**src/rtl/optest_shift_check.sv**
```systemverilog
// Golden-model checker for the registered shift-operator test block: compares y against a
// one-cycle-delayed expected value over NVEC vectors. Define OPTEST_FULL_MODES_EN to model all 16 modes.
module optest_shift_check #(
    parameter int unsigned NVEC = 256
) (
    input  logic        clk,
    input  logic        rst,
    input  logic        start,
    input  logic [3:0]  mode,
    input  logic [3:0]  u1,
    input  logic [3:0]  u2,
    input  logic [3:0]  s1,
    input  logic [3:0]  s2,
    input  logic [7:0]  y,
    output logic        busy,
    output logic        done,
    output logic        pass,
    output logic [7:0]  err_count,
    output logic [7:0]  first_err_idx,
    output logic [15:0] signature
);

    typedef enum logic [1:0] {S_IDLE, S_RUN, S_DRAIN, S_DONE} state_t;

    localparam logic [8:0] LAST_IDX = 9'(NVEC - 1);

    state_t      state_q, state_d;
    logic [8:0]  cnt_q, cnt_d;
    logic [7:0]  exp_q, exp_d;
    logic        exp_v_q, exp_v_d;
    logic [7:0]  err_q, err_d;
    logic [7:0]  first_q, first_d;
    logic [15:0] sig_q, sig_d;

    logic [7:0]  lhs;
    logic [3:0]  amt;
    logic [7:0]  gold;
`ifdef OPTEST_FULL_MODES_EN
    logic signed [7:0] sra;
`endif

    // mode[1] picks the signed left operand, mode[0] the s2 shift amount; modes 0 and 3 fit this too
    always_comb begin
        lhs = mode[1] ? {{4{s1[3]}}, s1} : {4'h0, u1};
        amt = mode[0] ? s2 : u2;
`ifdef OPTEST_FULL_MODES_EN
        sra = $signed(lhs) >>> amt;
        case (mode[3:2])
            2'b01:   gold = lhs >> amt;
            2'b11:   gold = mode[1] ? sra : (lhs >> amt);
            default: gold = lhs << amt;
        endcase
`else
        gold = (mode == 4'd0 || mode == 4'd3) ? (lhs << amt) : 8'h42;
`endif
    end

    always_comb begin
        state_d = state_q;
        cnt_d   = cnt_q;
        exp_d   = exp_q;
        exp_v_d = 1'b0;
        err_d   = err_q;
        first_d = first_q;
        sig_d   = sig_q;

        if (exp_v_q) begin
            sig_d = {sig_q[14:0], sig_q[15] ^ sig_q[14] ^ sig_q[12] ^ sig_q[3]} ^ {8'h00, y};
            if (y != exp_q) begin
                if (err_q != 8'hFF) err_d = err_q + 8'd1;
                // counter already advanced past the vector now being compared
                if (first_q == 8'hFF) first_d = 8'(cnt_q - 9'd1);
            end
        end

        case (state_q)
            S_IDLE, S_DONE: begin
                if (start) begin
                    state_d = S_RUN;
                    cnt_d   = '0;
                    err_d   = '0;
                    first_d = '1;
                    sig_d   = '1;
                end
            end
            S_RUN: begin
                exp_d   = gold;
                exp_v_d = 1'b1;
                cnt_d   = cnt_q + 9'd1;
                if (cnt_q == LAST_IDX) state_d = S_DRAIN;
            end
            S_DRAIN: state_d = S_DONE;
            default: state_d = S_IDLE;
        endcase
    end

    always_ff @(posedge clk or posedge rst) begin
        if (rst) begin
            state_q <= S_IDLE;
            cnt_q   <= '0;
            exp_q   <= '0;
            exp_v_q <= 1'b0;
            err_q   <= '0;
            first_q <= '1;
            sig_q   <= '1;
        end else begin
            state_q <= state_d;
            cnt_q   <= cnt_d;
            exp_q   <= exp_d;
            exp_v_q <= exp_v_d;
            err_q   <= err_d;
            first_q <= first_d;
            sig_q   <= sig_d;
        end
    end

    assign busy          = (state_q == S_RUN) || (state_q == S_DRAIN);
    assign done          = (state_q == S_DONE);
    assign pass          = done && (err_q == 8'd0);
    assign err_count     = err_q;
    assign first_err_idx = first_q;
    assign signature     = sig_q;

endmodule

```
**config.mk**
```make
export PLATFORM = sky130hd
export DESIGN_NAME = optest_shift_check
export DESIGN_NICKNAME = d
export VERILOG_FILES = /design/src/rtl/optest_shift_check.sv
export SDC_FILE = /design/constraint.sdc
export NUM_CORES = 1
export LEC_CHECK = 0
export ABC_AREA = 0
export BUFFER_PORTS_ARGS = -buffer_cell sky130_fd_sc_hd__buf_4
export CAP_MARGIN = 40
export CORE_MARGIN = 1
export CORE_UTILIZATION = 59
export CTS_CLUSTER_DIAMETER = 30
export DETAILED_ROUTE_END_ITERATION = 12
export PLACE_DENSITY = 0.86
export SLEW_MARGIN = 10
export SYNTH_ARGS = -nofsm -noshare
export SYNTH_HDL_FRONTEND = slang
export SYNTH_SLANG_ARGS = --single-unit
```
**constraint.sdc**
```tcl
create_clock -name clk -period 4 [get_ports clk]
set_clock_uncertainty 0.1 [all_clocks]
set_input_delay 0.2 -clock clk [delete_from_list [all_inputs] [get_ports clk]]
set_output_delay 0.2 -clock clk [all_outputs]
set_load 0.005 [all_outputs]
```
# Yosys cells after proc, flatten, opt, wreduce, memory -nomap -nowiden
# Index checks and enable logic that the tools add are counted.
# W data, S select, Z words.
[totals]
register_bits = 52
output_inout_bits = 35
elab_cells = 57
[classes]
add_sub_neg = 3
n_eq_ne = 10
shift = 1
mux = 22
bitwise_logic = 4
n_reduce_logical = 10
[op_table]
columns = ["cell", "count"]
rows = [
  ["$mux W8", 12],
  ["$mux W16", 3],
  ["$pmux W9 S2", 1],
  ["$xor A16 B8 Y16", 1],
  ["$add A9 B1 Y9 const B", 1],
  ["$eq A9 B8 Y1 const B", 1],
  ["$mux W9", 1],
  ["$add A8 B1 Y8 const B", 1],
  ["$eq A8 B8 Y1 const B", 1],
  ["$logic_not A8 Y1", 1],
  ["$ne A8 B8 Y1", 1],
  ["$ne A8 B8 Y1 const B", 1],
  ["$shl A8 B4 Y8", 1],
  ["$sub A8 B1 Y8 const B", 1],
  ["$pmux W2 S3", 1],
  ["$eq A2 B2 Y1 const B", 2],
  ["$eq A4 B2 Y1 const B", 1],
  ["$logic_not A4 Y1", 1],
  ["$mux W2", 2],
  ["$mux W4", 1],
  ["$ne A2 B2 Y1 const B", 2],
  ["$reduce_and A2 Y1", 2],
  ["$xor A1 B1 Y1", 3],
  ["$eq A2 B1 Y1 const B", 1],
  ["other kinds (6)", 7],
]

# Longest topological paths before layout
# Gate-level depths: netlist of the first run.
[logic_depth]
depth_word = 7
depth_mapped = 8
ltp_nobuf = 7

# Least setup slack after synthesis of the first run
# OpenSTA, ideal clock, no wires.
[synth_path]
path_kind = "register to register"
start = "register state_q[0]"
end = "register cnt_q[5]"
setup_ps = 123
t_arrival_ps = 1598
setup_slack_ps = 2179
path_stages_with_launch = 7
path_buffers = 0
period_less_slack_ps = 1821
cell_sequence = "dfrtp_1 -> ha_1 -> mux2i_1 -> nor3_2 -> nand4_1 -> xor2_1 -> nor2_1"
[synth_via]
elab_chain_len = 4
elab_cells_between_ends = 8
cone_classes = "eq/ne: 3; mux: 1; reduce/logical: 4"
[synth_lines]
columns = ["element", "line", "rtl"]
rows = [
  ["from (decl)", "27", "state_t state_q, state_d;"],
  ["from (signal assigned)", "107", "state_q <= state_d;"],
  ["$eq A2 B2 Y1 / $logic_not A2 Y1 (equally long branches)", "76", "case (state_q)"],
  ["$reduce_or A2 Y1", "76", ""],
  ["$ne A2 B2 Y1 (no source line) / $reduce_bool A2 Y1 (equally long branches)", "--", ""],
  ["$reduce_and A2 Y1 (no source line)", "--", ""],
  ["to (signal assigned)", "108", "cnt_q <= cnt_d;"],
  ["to (decl)", "28", "logic [8:0] cnt_q, cnt_d;"],
]
# Parallel ways exist; a longest one is shown, timed or not.
# A chain may end at the register's enable or synchronous reset.

# Worst setup path after layout of the first run
[layout_path]
start = "register exp_v_q"
end = "register err_q[2], in the netlist err_count[2]"
[layout_via]
elab_chain_len = 3
[layout_lines]
columns = ["element", "line", "rtl"]
rows = [
  ["from (decl)", "30", "logic exp_v_q, exp_v_d;"],
  ["from (signal assigned)", "110", "exp_v_q <= exp_v_d;"],
  ["$mux W8 (*)", "67", "if (exp_v_q) begin"],
  ["$mux W8", "78", "if (start) begin"],
  ["$mux W8 (*)", "76", ""],
  ["net err_d[2]", "31", "logic [7:0] err_q, err_d;"],
  ["to (signal assigned)", "111", "err_q <= err_d;"],
  ["to (decl)", "31", ""],
]
# Mark *: on every way through the listed nets, which the timed path passes. The rest lies on a longest branch.

==> parameters.txt, run 1 <==
Parameter                              Value

Floorplan
  Area of the core ... between 4000 and 5000 um2
  Die boundary height ... 73.9 um
  Number of ports placed on the die boundary ... 66
  Die area ... 5470 um2
  Width of the die ... approximately 74 um
  Effective utilization at floorplan ... 63.0%
  Number of cell rows ... 25

Critical path
  Startpoint types ... flip-flop
  Worst setup slack for register-to-register paths ... 1.69 ns
  Critical Setup Path Class ... flip-flop to flip-flop
  Reg2reg path depth ... 4
  Worst reg2reg path startpoint ... exp_v_q
  Worst Setup SP ... exp_v_q
  Crit Reg-Reg Endpoint ... err_count[2]
  CP Max Fanout ... 18
  Worst setup path endpoint ... err_count[2]
  Worst path arrival time ... 2.40 ns
  Endpoint type of the worst setup path ... flip-flop
  Endpoint required time on the critical path ... 4.09 ns

Yosys
  Number of storage elements in the synthesis netlist ... 52
  Mux cell area share after synthesis ... 7.75%
  Largest family of logic cells by synthesized area ... simple AND/OR/NAND/NOR gates
  Synth Net Count ... 355
  Ys flop type ... dfrtp_1
  Complex-gate fraction of the synthesized area ... 14.0%
  Share of synthesized cell area in full adder, half adder and majority cells ... 3.28%
  Number of enable flip-flop cells after synthesis ... 0
  Netlist Area Pre-Place ... 3050 um2
  Simple logic cell fraction of the synthesized area ... 18.2%
  Synth warn ... 0
  Fraction of registers with async set or reset after synthesis ... 100%
  Number of distinct library cell variants in the gate-level netlist after synthesis ... 52
  Avg Inst Size Synth ... 9.66 um2
  Xor/xnor share of the synthesized area ... roughly 8.5%
  Cells after synthesis ... 316
  Sequential fraction of the synthesis area ... 43.6%

Power and ir drop
  Power share of the combinational group ... about two fifths
  P_int ... 1.31 mW
  IR Drop Worst-Case VDD ... 0.276 mV
  Cell leakage power ... 1.73 nW
  NetSw ... approximately 0.8 mW
  Part of the power in the clock network ... 18.9%
  Switching part of the total power ... 37.8%
  Relative contribution of sequential cells to total power ... approximately two fifths
  Power density cells ... 565 nW/um2

Timing
  Unrepaired setup endpoints after global routing ... no
  Final count of negative-setup-slack endpoints ... 0
  Number of hold-slack violations in the final timing report ... 0
  Final Hold Slack ... 0.0990 ns
  Aggregate negative setup slack ... 0 ns
  Final Max Slew Viols ... 0
  Worst-margin pin slew ... roughly 0.78 ns
  Min cycle time layout ... 2.31 ns
  Crit path setup slack, layout ... 1.69 ns
  Period utilisation layout ... 57.7%
  Remaining max-slew budget at the tightest pin ... 46.4%
  Highest clock rate ... 433 MHz

Worst hold path
  Worst hold path stage count ... 4
  Worst min-delay path startpoint ... y[5]
  Worst hold path class ... input pin to flip-flop

Clock tree
  Buffer levels on the longest clock path ... 2
  Clk sinks ... 52
  TritonCTS clock tree ... yes
  Count of hold buffers inserted by post-cts repair ... 1
  Number of H-tree levels ... 2
  Post-CTS resize count ... 0
  Clock latency of the later-clocked register in the worst-skew pair ... 0.31 ns
  Buffer cell driving the clock tree root ... clkbuf_8
  Number of buffers created by CTS ... 5
  Count of buffers added by post-CTS timing repair for setup ... 0
  Clock-pin slew reported for the worst setup and hold paths after clock tree synthesis ... 0.09 ns

Routing
  Routed length per instance ... 15.4 um
  First-pass iteration count of the detailed router ... 5
  Total via count in the routed design ... 2,558
  Vias per cell ... 5.75
  Post-route DRC violation count ... 0
  Violation count after the first detailed-routing iteration ... 200
  Number of nets still failing antenna checks after routing ... 0
  Total routed wirelength ... 6870 um

Layout
  Syn-to-layout area delta ... 21.8%
  Final net count ... around 420
  Fill count ... 343
  Number of antenna diodes ... 0
  FF+latch area ... 1330 um2
  Final Core Density ... 76.7%
  Multi-input gate area ... 1580 um2
  Fraction of layout instances using a drive strength above 1 ... 31.5%
  Design area ... roughly 3700 um2

Placed design
  Cell area reported after detailed placement ... 3580 um2
  HPWL after detailed placement ... 4950 um
  Setup Slack @ Placement ... 1.70 ns
  Weighted congestion at the end of routability-driven global placement ... between 0.8 and 0.9
  Total of buffers placed on input and output ports ... 65

GRT
  Antenna violations before repair ... 0
  All-Layer GR Usage ... 27.2%
  Via count of the first global-routing pass ... ~2,400
  Pin count of the biggest net entering global routing ... 38
  Total congestion overflow ... 0
  Wire length of the first global-routing pass ... 11,300 um

Outcome
  Run status ... complete, no violations

Job
  Max-cap violations ... 0
-- critical path: stages (launching register included) --
cell      delay (ns)
dfrtp_1         0.80
inv_1           0.31
a21oi_2         0.56
a311oi_1        0.19
a41o_1          0.24
-- power by group through the flow --
stage          Combinational (mW)  Sequential, mW  Clock, mW
2_1_floorplan               0.620           0.773          0
3_3_place_gp                0.826           0.822          0
3_5_place_dp                0.872           0.829          0
4_1_cts                     0.882           0.823      0.402
5_1_grt                     0.985           0.842      0.427
6_report                    0.881           0.824      0.397
-- cell type report --
class / count / share of cell area [%]
Clock inverter: 1 / 0.808
Clock buffer: 7 / 2.62
Multi-Input combinational cell: 232 / 42.5
Inverter: 17 / 1.72
Tap cell: 67 / 2.25
Sequential cell: 52 / 35.8
Timing Repair Buffer: 69 / 14.3
-- logic make-up after synthesis --
group | Yosys count
adders and majority gates | 8
DFF | 52
muxes | 22
and+or+nand+nor | 114
buffers and inverters | 32
xor gates and xnor gates | 28
AOI/OAI and AO/OA | 60
-- worst min-delay path by stage --
stage,endpoint,slack (ns)
final,signature[5],0.1
after detailed placement,err_count[2],0.1
after global placement,cnt_q[8],0.36
after floorplan,signature[1],0.29
after CTS,signature[5],0.10
after global routing,signature[5],0.12
-- through the flow --
stage	total power, mW	cells
finish	2.10	445
global route	2.25	445
CTS	2.11	445
detailed placement	1.70	436
global placement	1.65	434
floorplan	1.39	316
-- synthesized netlist by cell type, types with 2 or more instances --
master | count | area [um2]
nor3_1 | 5 | 25.0
and4_1 | 2 | 17.5
mux2i_1 | 18 | 180
nor4b_1 | 2 | 17.5
nor2b_1 | 3 | 18.8
mux2_2 | 3 | 33.8
dfrtp_1 | 28 | 701
xnor2_1 | 6 | 52.6
a32o_1 | 2 | 20.0
and3_1 | 3 | 18.8
a21oi_1 | 6 | 30.0
o22ai_1 | 5 | 31.3
xor2_1 | 21 | 184
buf_2 | 3 | 15.0
a21oi_2 | 9 | 78.8
o21ai_1 | 2 | 10.0
nand3_1 | 6 | 30.0
o21ai_0 | 14 | 70.1
ha_1 | 8 | 100
a41o_1 | 5 | 50.1
a31oi_1 | 3 | 18.8
clkbuf_1 | 8 | 30.0
dfstp_2 | 24 | 631
nand2b_1 | 4 | 25.0
nand4_1 | 5 | 31.3
nand2_1 | 31 | 116
and4b_1 | 2 | 20.0
inv_1 | 16 | 60.1
o211ai_1 | 2 | 15.0
buf_4 | 3 | 22.5
nor2_1 | 38 | 143
and2_1 | 3 | 18.8
nor4_1 | 3 | 18.8
o221ai_1 | 3 | 26.3
a211oi_1 | 3 | 22.5
-- per-layer routing --
metal	GRT usage (%)	vias up	share of wire, %
met5	0	-	0
met3	5.96	15	4.9
li1	-	1222	-
met1	35.5	1231	42
met2	45.1	90	51
met4	8.97	0	2.0
-- cell usage in the layout (no fill, tap or decap), drive strengths merged, types with 3 or more instances in the layout --
| cell | instances |
|---|---|
| buf | 68 |
| nor2 | 39 |
| nand2 | 31 |
| dfrtp | 28 |
| dfstp | 24 |
| xor2 | 21 |
| mux2i | 19 |
| inv | 17 |
| o21ai | 16 |
| a21oi | 15 |
| ha | 8 |
| nand3 | 7 |
| clkbuf | 7 |
| xnor2 | 6 |
| nor3 | 6 |
| a41o | 5 |
| nand4 | 5 |
| o22ai | 5 |
| nand2b | 4 |
| and2 | 4 |
| a31oi | 3 |
| nor4 | 3 |
| and3 | 3 |
| a211oi | 3 |
| nor2b | 3 |
| mux2 | 3 |
| o221ai | 3 |
-- flip-flops by register name (all words and copies together) (netlist names) --
register and cells:
exp_q 8, exp_v_q 1, cnt_q 9, err_count 8
signature 16, first_err_idx 8, state_q 2
(Power assumes the default switching activity.)
==> run 2, diff against run 1 <==
- CORE_UTILIZATION: 59 -> 55
- PLACE_DENSITY: 0.86 -> 0.81
- clock period: 4 -> 2.4 ns (I/O delays scaled with it)
==> run 2 against run 1 <==
  * Cell area grew 1.8%
  * First-iteration DRC count shrank 40%
  * Die area grew 7.1%
  * Critical path type is now input pin to flip-flop
  * Largest power group unchanged
  * Highest routed layer unchanged
==> parameters.txt, run 2 (synthesis gave the netlist of run 1 again) <==
Parameter                              Value

Timing
  Aggregate negative setup slack ... 0 ns
  Period utilisation layout ... 80.8%
  Final count of negative-setup-slack endpoints ... 0
  Number of hold-slack violations in the final timing report ... 0
  Remaining max-slew budget at the tightest pin ... 57.5%
  Min cycle time layout ... 1.94 ns
  Worst-margin pin slew ... 0.638 ns
  Highest clock rate ... 516 MHz
  Final Max Slew Viols ... 0
  Unrepaired setup endpoints after global routing ... no

GRT
  Met2 track demand over resource in global routing ... 40.2%
  GR Util met1 ... 30.8%
  Via count of the first global-routing pass ... around 2,500
  Antenna violations before repair ... 0
  Fraction of met3 tracks used by global routing ... under 10%
  Pin count of the biggest net entering global routing ... 53
  Most heavily used metal layer in global routing ... met2
  All-Layer GR Usage ... 24.6%
  Total congestion overflow ... 0
  Wire length of the first global-routing pass ... 11,400 um

Routing
  Total routed wirelength ... 6640 um
  First-pass iteration count of the detailed router ... 4
  Vias per cell ... 5.63
  Total via count in the routed design ... 2,563
  Number of nets still failing antenna checks after routing ... 0
  Violation count after the first detailed-routing iteration ... around 120
  Post-route DRC violation count ... 0
  Routed length per instance ... 14.6 um

Power and ir drop
  Part of the power in the clock network ... between 20% and 30%
  Relative contribution of sequential cells to total power ... 36.3%
  Switching part of the total power ... roughly 37%
  NetSw ... 1.32 mW
  Power share of the combinational group ... a little over two fifths
  Power density cells ... approximately 950 nW/um2
  Cell leakage power ... 1.77 nW
  P_int ... around 2.3 mW
  IR Drop Worst-Case VDD ... 0.658 mV
  Overall power of the completed layout ... around 3.6 mW

Outcome
  Run status ... complete, no violations

Floorplan
  Width of the die ... around 77 um
  Number of ports placed on the die boundary ... 66
  Area of the core ... 5240 um2
  Effective utilization at floorplan ... 58.3%
  Die area ... 5850 um2
  Number of cell rows ... 26
  Die boundary height ... about 77 um

Clock tree
  Buffer cell driving the clock tree root ... clkbuf_8
  Buffer levels on the longest clock path ... 2
  Post-CTS resize count ... 0
  Clock latency of the later-clocked register in the worst-skew pair ... between 0.3 and 0.4 ns
  Count of hold buffers inserted by post-cts repair ... 2
  Number of H-tree levels ... 2
  Count of buffers added by post-CTS timing repair for setup ... 0
  Clk sinks ... 52
  Number of buffers created by CTS ... 5
  TritonCTS clock tree ... yes
  Clock-pin slew reported for the worst setup and hold paths after clock tree synthesis ... 0.09 ns

Critical path
  Reg2reg path depth ... 5
  Endpoint required time on the critical path ... 2.55 ns
  Critical Setup Path Class ... input pin to flip-flop
  Worst path arrival time ... 2.09 ns
  CP Max Fanout ... 15
  Endpoint type of the worst setup path ... flip-flop
  Startpoint types ... input pin

Placed design
  Weighted congestion at the end of routability-driven global placement ... 0.798
  Total of buffers placed on input and output ports ... 65
  HPWL after detailed placement ... 4780 um
  Total instance count after detailed placement ... 445

Layout
  Number of antenna diodes ... 0
  Final instance count without filler cells ... 455
  Commonest cells after routing, fill and taps aside ... buf_4 (74), nor2_1 (38), nand2_1 (31)
  Fraction of layout instances using a drive strength above 1 ... 32.7%
  Syn-to-layout area delta ... 24.0%
  Final net count ... 423
  Fill count ... 404
  Number of flip-flops in the largest register ... 16
  Leading cell type in the layout, fill and taps excluded ... buf_4

Worst hold path
  Worst hold path class ... input pin to flip-flop
  Worst hold path stage count ... 4

Job
  Max-cap violations ... 0
run 2: changes by cell type in the layout (fill, tap and decap cells not counted), sizes merged:
cell         before  now
buf              68   74
dlygate4sd3       1    2
run 2: final timing paths:
kind | from | endpoint | slack (ns)
max | y[6] | err_count[2] | 0.46
min | y[1] | signature[1] | 0.006
max reg2reg | exp_q[6] | err_count[2] | 0.51
min reg2reg | cnt_q[8] | cnt_q[8] | 0.40
max in group asynchronous | rst | err_count[0] | 1.34
min in group asynchronous | rst | err_count[5] | 0.43
run 2: power by group through the flow:
stage	logic, mW	registers (mW)	clock network (mW)
2_1_floorplan	1.03	1.29	0
3_3_place_gp	1.52	1.31	0
3_5_place_dp	1.55	1.32	0
4_1_cts	1.56	1.31	0.752
5_1_grt	1.75	1.34	0.788
6_report	1.56	1.31	0.738
run 2: stage by stage:
stage	setup WS (ns)	hold slack (ns)	cell area [um2]	util, %
floorplan	0.579	0.210	3050	-
global placement	0.592	0.232	3620	69.1
detailed placement	0.562	0.233	3620	69.1
CTS	0.484	0.000382	3790	72.3
global route	0.320	0.0174	3790	72.3
finish	0.462	0.00606	3790	72.3
run 2: layer usage:
metal / wire length [um] / part of all wire [%] / vias to the layer above
li1: - / - / 1236
met1: 2910 / 44 / 1234
met2: 3280 / 49 / 81
met3: 309 / 4.7 / 12
met4: 135 / 2.0 / 0
met5: 0 / 0 / -
run 2: layout make-up:
cell class / count / area (um2) / area share, %
multi-input cells: 232 / 1580 / 41.7
flip-flops and latches: 52 / 1330 / 35.2
repair buffers: 76 / 576 / 15.2
clock buffers: 7 / 119 / 3.14
well taps: 70 / 87.6 / 2.31
inverters: 17 / 63.8 / 1.69
clock inverters: 1 / 30.0 / 0.793
run 2: critical path, stage by stage:
cell and delay [ns]:
dlygate4sd3_1 0.54, buf_4 0.15, xor2_1 0.15, nor4_1 0.42
a21oi_2 0.26, a311oi_1 0.32, a41o_1 0.13
==> run 3, diff against run 2 <==
- ABC_AREA: 0 -> 1
- PLACE_DENSITY: 0.81 -> 0.8
- clock period: 2.4 -> 1.9 ns (I/O delays scaled with it)
==> run 3 against run 2 <==
  * First-iteration DRC count increased by 47%
  * Area after synthesis increased by 2.0%
  * Power increased by 45%
  * Clock-buffer cell count decreased by 1
  * Sequential share of layout area decreased by 1.0 points
  * Highest routed layer unchanged
  * Register-to-register slack got worse by 0.37 ns
  * Critical path type is now flip-flop to flip-flop
  * Utilization decreased by 1.1 points
  * Routed wire length increased by 9.5%
  * Non-clock buffer count increased by 2
==> parameters.txt, run 3 <==
Parameter                              Value

Yosys
  Number of enable flip-flop cells after synthesis ... 0
  Synth Net Count ... 440
  Cell type with the highest aggregate area in the netlist ... dfrtp_1
  Number of storage elements in the synthesis netlist ... 52
  Most numerous cell types in the synthesized netlist ... nand2_1 (106), inv_1 (49), nand3_1 (35)
  Ys flop type ... dfrtp_1
  Number of distinct library cell variants in the gate-level netlist after synthesis ... 36
  Cell types occupying the most area after synthesis ... dfrtp_1 (23%), dfstp_2 (20%), nand2_1 (13%)
  Netlist Area Pre-Place ... 3110 um2
  Fraction of registers with async set or reset after synthesis ... 100%
  Avg Inst Size Synth ... 7.76 um2
  Sequential fraction of the synthesis area ... 42.8%
  Top-area cell type share of the netlist area ... 22.5%
  Cells after synthesis ... 401
  Library cell with the highest instance count after synthesis ... nand2_1
  Synth warn ... 0

Timing
  Aggregate negative setup slack ... 0 ns
  Remaining max-slew budget at the tightest pin ... between 60% and 70%
  Final Max Slew Viols ... 0
  Period utilisation layout ... between 90 and 100%
  Number of hold-slack violations in the final timing report ... 0
  Worst-margin pin slew ... 0.562 ns
  Final count of negative-setup-slack endpoints ... 0
  Min cycle time layout ... 1.76 ns
  Highest clock rate ... 568 MHz

Layout
  Final net count ... 517
  Fraction of layout instances using a drive strength above 1 ... 25.9%
  Syn-to-layout area delta ... 25.2%
  Final instance count without filler cells ... 551
  Number of flip-flops in the largest register ... 16
  Leading cell type in the layout, fill and taps excluded ... nand2_1
  Final Core Density ... 71.2%
  Number of antenna diodes ... 0
  Commonest cells after routing, fill and taps aside ... nand2_1 (104), buf_4 (70), inv_1 (48)

Routing
  Vias per cell ... 5.30
  Routed length per instance ... 13.2 um
  First-pass iteration count of the detailed router ... 4
  Total routed wirelength ... 7270 um
  Number of nets still failing antenna checks after routing ... 0
  Post-route DRC violation count ... 0
  Violation count after the first detailed-routing iteration ... 178
  Total via count in the routed design ... ~2,900

GRT
  Wire length of the first global-routing pass ... 12,300 um
  Total congestion overflow ... 0
  Via count of the first global-routing pass ... 2,857
  Antenna violations before repair ... 0
  All-Layer GR Usage ... between 20% and 30%
  Pin count of the biggest net entering global routing ... 29

Power and ir drop
  Power density cells ... 1350 nW/um2
  IR Drop Worst-Case VDD ... roughly 0.8 mV
  Cell leakage power ... about 1.9 nW
  Overall power of the completed layout ... about 5.3 mW

Critical path
  Endpoint type of the worst setup path ... flip-flop
  Worst path arrival time ... 1.88 ns
  Critical Setup Path Class ... flip-flop to flip-flop
  CP Max Fanout ... 9
  Endpoint required time on the critical path ... 2.02 ns
  Startpoint types ... flip-flop

Outcome
  Run status ... complete, no violations

Clock tree
  Clk sinks ... 52
  TritonCTS clock tree ... yes
  Clock-pin slew reported for the worst setup and hold paths after clock tree synthesis ... 0.10 ns
  Number of buffers created by CTS ... 5
  Buffer levels on the longest clock path ... 2
  Number of H-tree levels ... 2
  Count of buffers added by post-CTS timing repair for setup ... 0
  Buffer cell driving the clock tree root ... clkbuf_8
  Clock latency of the later-clocked register in the worst-skew pair ... 0.32 ns

Worst hold path
  Worst hold path class ... input pin to flip-flop

Floorplan
  Die boundary height ... 77.2 um
  Die area ... 5960 um2
  Width of the die ... 77.2 um
  Effective utilization at floorplan ... 56.9%
  Number of cell rows ... 27
  Area of the core ... 5470 um2
  Number of ports placed on the die boundary ... 66

Placed design
  HPWL after detailed placement ... 5410 um
  Weighted congestion at the end of routability-driven global placement ... 0.904
  Total instance count after detailed placement ... 536
  Total of buffers placed on input and output ports ... 65

Job
  Max-cap violations ... 0
-- run 3: cell types whose count changed in the layout (fill, tap and decap cells not counted), moves of 5 or more --
cell	change
nand2_1	+73
xor2_1	-11
mux2i_1	-18
nand3_1	+29
xnor2_1	+7
nor2_1	-8
a21oi_1	+10
inv_1	+33
dlygate4sd3_1	+5
o21ai_0	+12
a21oi_2	-9
a41o_1	-5
-- run 3: path summary, 6_finish.rpt --
| kind | from | to | slack (ns) | depth (start not counted) |
|---|---|---|---|---|
| min in group asynchronous | rst | cnt_q[7] | 0.30 | 3 |
| max reg2reg | state_q[0] | cnt_q[7] | 0.14 | 7 |
| max in group asynchronous | rst | signature[9] | 0.78 | 4 |
| min | u2[3] | exp_q[1] | 0.02 | 4 |
| max | state_q[0] | cnt_q[7] | 0.14 | 7 |
| min reg2reg | signature[8] | signature[8] | 0.40 | 2 |
-- run 3: through the flow --
| stage | hold slack, ns | cell area (um2) | worst slack [ns] |
|---|---|---|---|
| 2_1_floorplan | 0.156 | 3110 | 0.251 |
| 3_3_place_gp | 0.0775 | 3710 | 0.180 |
| 3_5_place_dp | 0.0847 | 3710 | 0.0958 |
| 4_1_cts | 0.000901 | 3890 | 0.0732 |
| 5_1_grt | 0.0193 | 3900 | -0.0134 |
| 6_report | 0.0154 | 3900 | 0.140 |
-- run 3: kinds of logic after synthesis --
kind of cell | share of synthesized area, %
xor+xnor | 6.47
compound gates | 11.5
flops | 42.8
fa+ha+maj | 3.22
buf+inv | 7.64
simple gates | 28.4
-- run 3: layer usage --
metal  part of all wire (%)  routed length, um  vias to the layer above  track usage [%]
met3                    4.3                316                        8             4.29
met2                     50               3650                       88             46.2
met4                    1.2                 90                        0             8.11
met1                     44               3220                     1372             31.6
met5                      0                  0                        -                0
li1                       -                  -                     1454                -
-- run 3: timing repair --
| item | 4_1_cts | 5_1_grt |
|---|---|---|
| hold buffers | 7 | 0 |
| resized for setup | 0 | 3 |
| setup endpoints to repair | 0 | 7 |
| endpoints found under the hold margin | 27 | 0 |
-- run 3: layout make-up --
class	count	area (um2)
Inverter	52	198
Tap cell	72	90.1
Clock buffer	6	93.8
Clock inverter	2	17.5
Fill cell	460	1580
Multi-Input combinational cell	289	1550
Timing Repair Buffer	78	616
Sequential cell	52	1330
-- run 3: critical path: stages (launching register included) --
cell     delay [ns]
dfrtp_1        0.43
ha_1           0.40
o21ai_4        0.32
nand2_4        0.10
nor2_2         0.11
a31oi_1        0.08
o21ai_1        0.08
inv_1          0.04
-- run 3: power breakdown --
group | leakage, nW | internal [mW] | switching [mW]
logic | 1.24 | 1.10 | 1.46
registers | 0.622 | 1.62 | 0.336
clock network | 0.0565 | 0.345 | 0.396
